==> src/rtl/border_link_arbiter.sv <==
`default_nettype none
// ============================================================================
// Module      : border_link_arbiter
// Description : Round-robin arbiter sharing one tagged 64-bit grid output link
//               between the per-column border FIFOs, with one output register.
// Revision    : 1.0 - initial release
// ============================================================================
module border_link_arbiter #(
    parameter int         NUM_CHANNELS = 10,
    parameter int         DATA_WIDTH   = 15,
    parameter logic [7:0] MSG_TAG      = 8'd6
) (
    input  logic                               clk,
    input  logic                               reset,
    input  logic [NUM_CHANNELS*DATA_WIDTH-1:0] in_data,
    input  logic [NUM_CHANNELS-1:0]            in_valid,
    output logic [NUM_CHANNELS-1:0]            in_ready,
    output logic [63:0]                        out_data,
    output logic                               out_valid,
    input  logic                               out_ready,
    output logic                               busy,
    output logic [15:0]                        words_sent
);

    localparam int CH_BITS = $clog2(NUM_CHANNELS);
    localparam logic [CH_BITS-1:0] c_last_ch = CH_BITS'(NUM_CHANNELS - 1);

    logic [CH_BITS-1:0]      r_last_grant;
    logic [63:0]             r_out_data;
    logic                    r_out_valid;
    logic [15:0]             r_words_sent;

    logic                    w_load;
    logic                    w_any;
    logic                    w_accept;
    logic                    w_handshake;
    logic [NUM_CHANNELS-1:0] w_upper;
    logic [CH_BITS-1:0]      w_winner_upper;
    logic [CH_BITS-1:0]      w_winner_lower;
    logic [CH_BITS-1:0]      w_winner;
    logic [DATA_WIDTH-1:0]   w_payload;
    logic [63:0]             w_word;

    assign w_load      = !r_out_valid || out_ready;
    assign w_any       = |in_valid;
    assign w_handshake = r_out_valid && out_ready;

    // Requests above the last grant take priority; otherwise wrap to the lowest requester.
    always_comb begin
        w_upper        = '0;
        w_winner_upper = '0;
        w_winner_lower = '0;
        for (int i = NUM_CHANNELS - 1; i >= 0; i--) begin
            w_upper[i] = in_valid[i] && (CH_BITS'(i) > r_last_grant);
            if (w_upper[i]) begin
                w_winner_upper = CH_BITS'(i);
            end
            if (in_valid[i]) begin
                w_winner_lower = CH_BITS'(i);
            end
        end
        w_winner = (|w_upper) ? w_winner_upper : w_winner_lower;
    end

    always_comb begin
        w_payload = '0;
        for (int i = 0; i < NUM_CHANNELS; i++) begin
            if (w_winner == CH_BITS'(i)) begin
                w_payload = in_data[i*DATA_WIDTH +: DATA_WIDTH];
            end
        end
        w_word                   = '0;
        w_word[63:56]            = MSG_TAG;
        w_word[55:48]            = 8'(w_winner);
        w_word[DATA_WIDTH-1:0]   = w_payload;
    end

    always_comb begin
        in_ready = '0;
        for (int i = 0; i < NUM_CHANNELS; i++) begin
            in_ready[i] = !reset && w_load && w_any && (w_winner == CH_BITS'(i));
        end
    end

    assign w_accept = |(in_valid & in_ready);

    always_ff @(posedge clk) begin
        if (reset) begin
            r_out_valid  <= 1'b0;
            r_out_data   <= '0;
            r_words_sent <= '0;
            r_last_grant <= c_last_ch;
        end else begin
            if (w_accept) begin
                r_out_data   <= w_word;
                r_out_valid  <= 1'b1;
                r_last_grant <= w_winner;
            end else if (w_handshake) begin
                r_out_valid  <= 1'b0;
            end
            if (w_handshake) begin
                r_words_sent <= r_words_sent + 16'd1;
            end
        end
    end

    assign out_data   = r_out_data;
    assign out_valid  = r_out_valid;
    assign words_sent = r_words_sent;
    assign busy       = !reset && (r_out_valid || w_any);

endmodule
`default_nettype wire

==> config.mk <==
export PLATFORM = sky130hd
export DESIGN_NAME = border_link_arbiter
export DESIGN_NICKNAME = d
export VERILOG_FILES = /design/src/rtl/border_link_arbiter.sv
export SDC_FILE = /design/constraint.sdc
export NUM_CORES = 1
export LEC_CHECK = 0
export CAP_MARGIN = 10
export CELL_PAD_IN_SITES_DETAIL_PLACEMENT = 0
export CELL_PAD_IN_SITES_GLOBAL_PLACEMENT = 1
export CORE_MARGIN = 5
export CORE_UTILIZATION = 23
export DETAILED_ROUTE_END_ITERATION = 10
export GPL_TIMING_DRIVEN = 1
export PLACE_DENSITY = 0.82
export SETUP_SLACK_MARGIN = 0.05
export SLEW_MARGIN = 30
export SYNTH_ARGS = -nofsm -noshare
export SYNTH_HDL_FRONTEND = slang
export SYNTH_SLANG_ARGS = --single-unit
==> constraint.sdc <==
create_clock -name clk -period 3.4 [get_ports clk]
set_clock_uncertainty 0.2 [all_clocks]
set_input_delay 0.85 -clock clk [delete_from_list [all_inputs] [get_ports clk]]
set_output_delay 0.85 -clock clk [all_outputs]
set_load 0.01 [all_outputs]
* Yosys cells after proc, flatten, opt, wreduce, memory -nomap -nowiden
Cells that the tools add are included.
Widths: inputs -> output; s select.
** Cells by class
- Eq/ne operators :: 9
- Mux-type cells :: 33
- Reductions and logical operators :: 33
- Bitwise operators :: 1
- Magnitude comparators :: 10
- $add $sub $neg :: 1
** Operators by type and width (count)
- $mux 15 :: 10
- $mux 4 :: 21
- $reduce_or 10->1 :: 3
- $logic_and 1x1->1 :: 24
- $add 16x1->16 const B :: 1
- $eq 4x3->1 const B :: 4
- $gt 3x4->1 const A :: 4
- $and 10x10->10 :: 1
- $eq 4x2->1 const B :: 2
- $eq 4x4->1 const B :: 2
- $gt 1x4->1 const A :: 2
- $gt 2x4->1 const A :: 2
- $gt 4x4->1 const A :: 2
- $eq 4x1->1 const B :: 1
- $logic_not 4->1 :: 1
- $logic_not 1->1 :: 2
- $logic_or 1x1->1 :: 2
- $mux 1 :: 2
- $reduce_bool 2->1 :: 1
** Storage, ports and cells
- Bits in registers :: 41
- Output and inout port bits :: 92
- Input bits :: 163
- Logic and storage cells :: 91

* Logic depth before layout (Yosys ltp)
- Depth in word-level cells :: 24
- Depth in mapped cells :: 12
- Mapped depth without buffers :: 8

* Least setup slack after synthesis
Ideal clock, no wire load.
- Path type :: input to output
- From :: in in_valid[9]
- To :: out in_ready[0]
- Stages :: 8
- Path buffers :: 2
- Data required time :: 2350 ps
- Setup slack :: -384 ps
- Arrival time :: 2734 ps
- Cells stage by stage :: or4b_1 o21ai_2 nor3_4 a31oi_4 nand2_4 buf_2 buf_2 nor4_1
** On the way
- Longest elaborated chain between the ends :: 14
- Elaborated cells between the ends (all ways) :: 27
- Classes of those cells :: mux (21); reduce/logical (6)
** RTL lines
- from (decl) :: RTL line 16 : input logic [NUM_CHANNELS-1:0] in_valid,
- $logic_and 1x1->1 :: RTL line 54 : w_upper[i] = in_valid[i] && (CH_BITS'(i) > r_last_grant);
- $mux 4 (10 in a row) :: RTL line 55 : if (w_upper[i]) begin
- $mux 4 :: RTL line 62 : w_winner = (|w_upper) ? w_winner_upper : w_winner_lower;
- $logic_not 4->1 :: RTL line 81 : in_ready[i] = !reset && w_load && w_any && (w_winner == CH_BITS'(i));
- $logic_and 1x1->1 (*) :: RTL line 81
- to (decl) :: RTL line 17 : output logic [NUM_CHANNELS-1:0] in_ready,
Every way passes the cells marked *; elsewhere a longest branch is shown, timed or not.

* Final worst setup path
- From :: in in_valid[9]
- To :: out in_ready[4]
** On the way
- Longest elaborated chain between the ends :: 14
- Elaborated cells between the ends (all ways) :: 27
- Classes of those cells :: eq/ne (1); mux (21); reduce/logical (5)
** RTL lines (RTL line)
- $logic_and 1x1->1 :: 54
- $mux 4 (10 in a row) :: 55
- $mux 4 :: 62
- $eq 4x3->1 :: 81
- $logic_and 1x1->1 (*) :: 81
Marks and branches as above.

==> impl_metrics.csv <==
group,metric,value,unit
routing,drt-total-wl,19600,um
clocking,cts_tree,"built",
floorplanning,initial_utilization,23.2,%
min_path,hold_depth,2,
sta,relSlewSlack,64.8,%
critical_path,cp_data_required_time,2.35,ns
clocking,clock_path_buffers,2,
logic_synthesis,synth-edff-count,0,
critical_path,cp.buffers_inverters,5,
cells_and_area,layout.nets,998,
cells_and_area,area_growth,83.7,%
clocking,clkTransAtPathRegs,0.07,ns
critical_path,crit_path_top_delay_cell,"or4b_4",
place,dp.cells,1027,
cells_and_area,fin_area,7600,um^2
logic_synthesis,synthDistinctLibCells,76,
critical_path,startpoint,"in_valid[9]",
critical_path,cpPeakStageDelay,0.47,ns
critical_path,setup.worst_path.end,"in_ready[4]",
global_route,grt_antenna_before_repair,1,
cells_and_area,finalNonFillerCells,1065,
clocking,clockRootBuffer,"clkbuf_16",
critical_path,cp_common_cell,"buf_12",
sta,hold_viol,0,
place,hpwlAfterDp,15000,um
global_route,grt_overflow,0,
clocking,clock_latency,0.30,ns
floorplanning,fp.dieW,144,um
outcome,failed_checks,"setup timing",
cells_and_area,num-fill-cells,1789,
global_route,grt_pass1_wl,28700,um
clocking,htree_num_levels,2,
routing,firstDrtPassIters,4,
routing,vias,5126,
place,place_area,6980,um^2
logic_synthesis,avgSynthCellArea,7.56,um^2
clocking,ctsHoldBuffers,0,
place,numPortBuffers,211,
logic_synthesis,yosysWarnings,0,
pwr,vdd_drop_max,0.202,mV
sta,fmax,279,MHz
sta,min_period,3.59,ns
global_route,grt_max_degree,43,
critical_path,r2r_end,"out_data[4]",
sta,tightestPinTransition,0.527,ns
floorplanning,die_h,144,um
sta,setup_viol,10,
logic_synthesis,async_reset_ff_share,0,%
critical_path,r2r_setup_slack,0.25,ns
critical_path,end_kind,"primary output",
cells_and_area,seq_area,783,um^2
floorplanning,die-area,20800,um^2
clocking,cts_sinks,39,
logic_synthesis,syn_inst,547,
critical_path,crit_chain,"buf_8, or4b_4, o21ai_4, buf_12, nor3_4, a31oi_4, buf_6, nand2_8, buf_12, nor3_2, buf_4",
routing,via_per_inst,4.81,
logic_synthesis,synth_area,4140,um^2
sta,finalCritPeriodShare,106,%
critical_path,reg2reg_depth,13,
critical_path,critPathKind,"in2out",
global_route,grt_pass1_vias,5104,
place,globalplace.congestion,0.848,
logic_synthesis,yosysSeqAreaShare,18.9,%
clocking,cts_buffers,5,
sta,setup_ws,-0.189,ns
critical_path,crit_arrival,2.54,ns
sta,rsz0062_at_grt,"yes",
critical_path,cp_num_cells,11,
min_path,hold_path.class,"reg2reg",
logic_synthesis,ys_ff_latch,39,
floorplanning,coreArea,17800,um^2
floorplanning,ios,255,
critical_path,startpoint_type,"input pin",
cells_and_area,final_util,42.6,%
cells_and_area,layout_common_cells,"clkdlybuf4s50_1 (189), buf_4 (98), nand2_1 (66), conb_1 (43), dfxtp_1 (37)",
pwr,p_leak,3.01,nW
floorplanning,core.rowCount,49,
pwr,power_density,357,nW/um^2
logic_synthesis,yosys_most_used_dff,"dfxtp_1",
sta,drv_slew,0,
critical_path,timing.rr.start,"r_last_grant[2]",
routing,wire_per_inst,18.4,um
cells_and_area,drive_above_1_share,26.2,%
routing,ant_nets,0,
cells_and_area,layout_commonest_cell,"clkdlybuf4s50_1",
global_route,grt_usage,17.8,%
critical_path,cp_top_family,"simple AND/OR/NAND/NOR gates",
sta,setup_tns,-1.40,ns
run,cap_violations,0,
cells_and_area,multiInputGateArea,3210,um^2
place,pre_cts_ws,-1.24,ns
routing,drc,0,
routing,drt_iter0_drc,196,
outcome,status,"finished, violations left",
critical_path,critPathMaxFanout,5,
flip-flops by register name (all words and copies together) (netlist names):
name	flops
out_data	18
words_sent	16
r_last_grant	4
out_valid	1
power by group:
| part | leakage, nW | internal, mW | switching, mW |
|---|---|---|---|
| Combinational | 2.61 | 0.813 | 0.785 |
| Clock | 0.0838 | 0.347 | 0.225 |
| Sequential | 0.320 | 0.509 | 0.0340 |
| Total | 3.01 | 1.67 | 1.04 |
per-stage QoR:
step	power (mW)	hold WS [ns]
after floorplan	1.38	0.281
after global placement	1.99	0.250
after detailed placement	1.99	0.250
after CTS	2.66	0.259
after global routing	2.87	0.289
final	2.71	0.258
layout make-up:
cell class,instances,area share (%)
multi-input cells,453,42.2
well taps,229,3.77
clock buffers,5,1.65
diodes,1,0.0329
clock inverters,3,0.576
inverters,7,0.346
flip-flops and latches,39,10.3
repair buffers,328,41.2
layer usage:
layer  GRT usage [%]  part of all wire (%)
met2            31.6                    51
met3            3.64                   6.8
met5               0                     0
met4            4.21                   1.4
met1            22.2                    40
cell usage after synthesis (10+ instances only):
master / count / area, um^2
a21oi_1: 32 / 160
mux2i_1: 16 / 160
nand2_1: 69 / 259
o21ai_1: 10 / 50.1
a22o_1: 13 / 114
nand3b_1: 10 / 75.1
a31oi_1: 13 / 81.3
buf_2: 11 / 55.1
clkbuf_1: 18 / 67.6
nor2_1: 33 / 124
a211oi_1: 11 / 82.6
o21ai_0: 19 / 95.1
nand3_1: 32 / 160
nor3_1: 10 / 50.1
dfxtp_1: 39 / 781
buf_4: 53 / 398
xor2_1: 12 / 105
worst reg2reg max path, stage by stage, from the launching register on:
cell and delay (ns):
dfxtp_1 0.40, or4b_4 0.57, o21ai_4 0.10, buf_12 0.12
nor3_4 0.04, a31oi_4 0.21, buf_6 0.15, nand2_8 0.07
buf_4 0.15, buf_6 0.11, buf_4 0.17, mux2_1 0.35
a221oi_2 0.28, a211oi_2 0.09
kinds of logic after synthesis:
| logic type | synth area share [%] |
|---|---|
| simple gates | 24.1 |
| compound gates | 32.3 |
| buf+inv | 15.9 |
| flops | 18.9 |
| mux | 5.41 |
| xor+xnor | 2.96 |
| fa+ha+maj | 0.302 |
| other cells | 0.0906 |
worst min-delay path by stage:
stage                      start            to  slack (ns)
floorplan           out_data[51]  out_data[51]        0.28
global placement    out_data[51]  out_data[51]        0.25
detailed placement  out_data[51]  out_data[51]        0.25
CTS                 out_data[51]  out_data[51]        0.26
global route        out_data[51]  out_data[51]        0.29
finish              out_data[51]  out_data[51]        0.26
timing repair:
| item | CTS | global route |
|---|---|---|
| resized for setup | 134 | 19 |
| pin swaps | 22 | 15 |
| gates cloned | 1 | 1 |
| endpoints found under the setup margin | 26 | 14 |
| setup buffers | 17 | 12 |
Note: power is estimated with default switching activity, not from simulation.
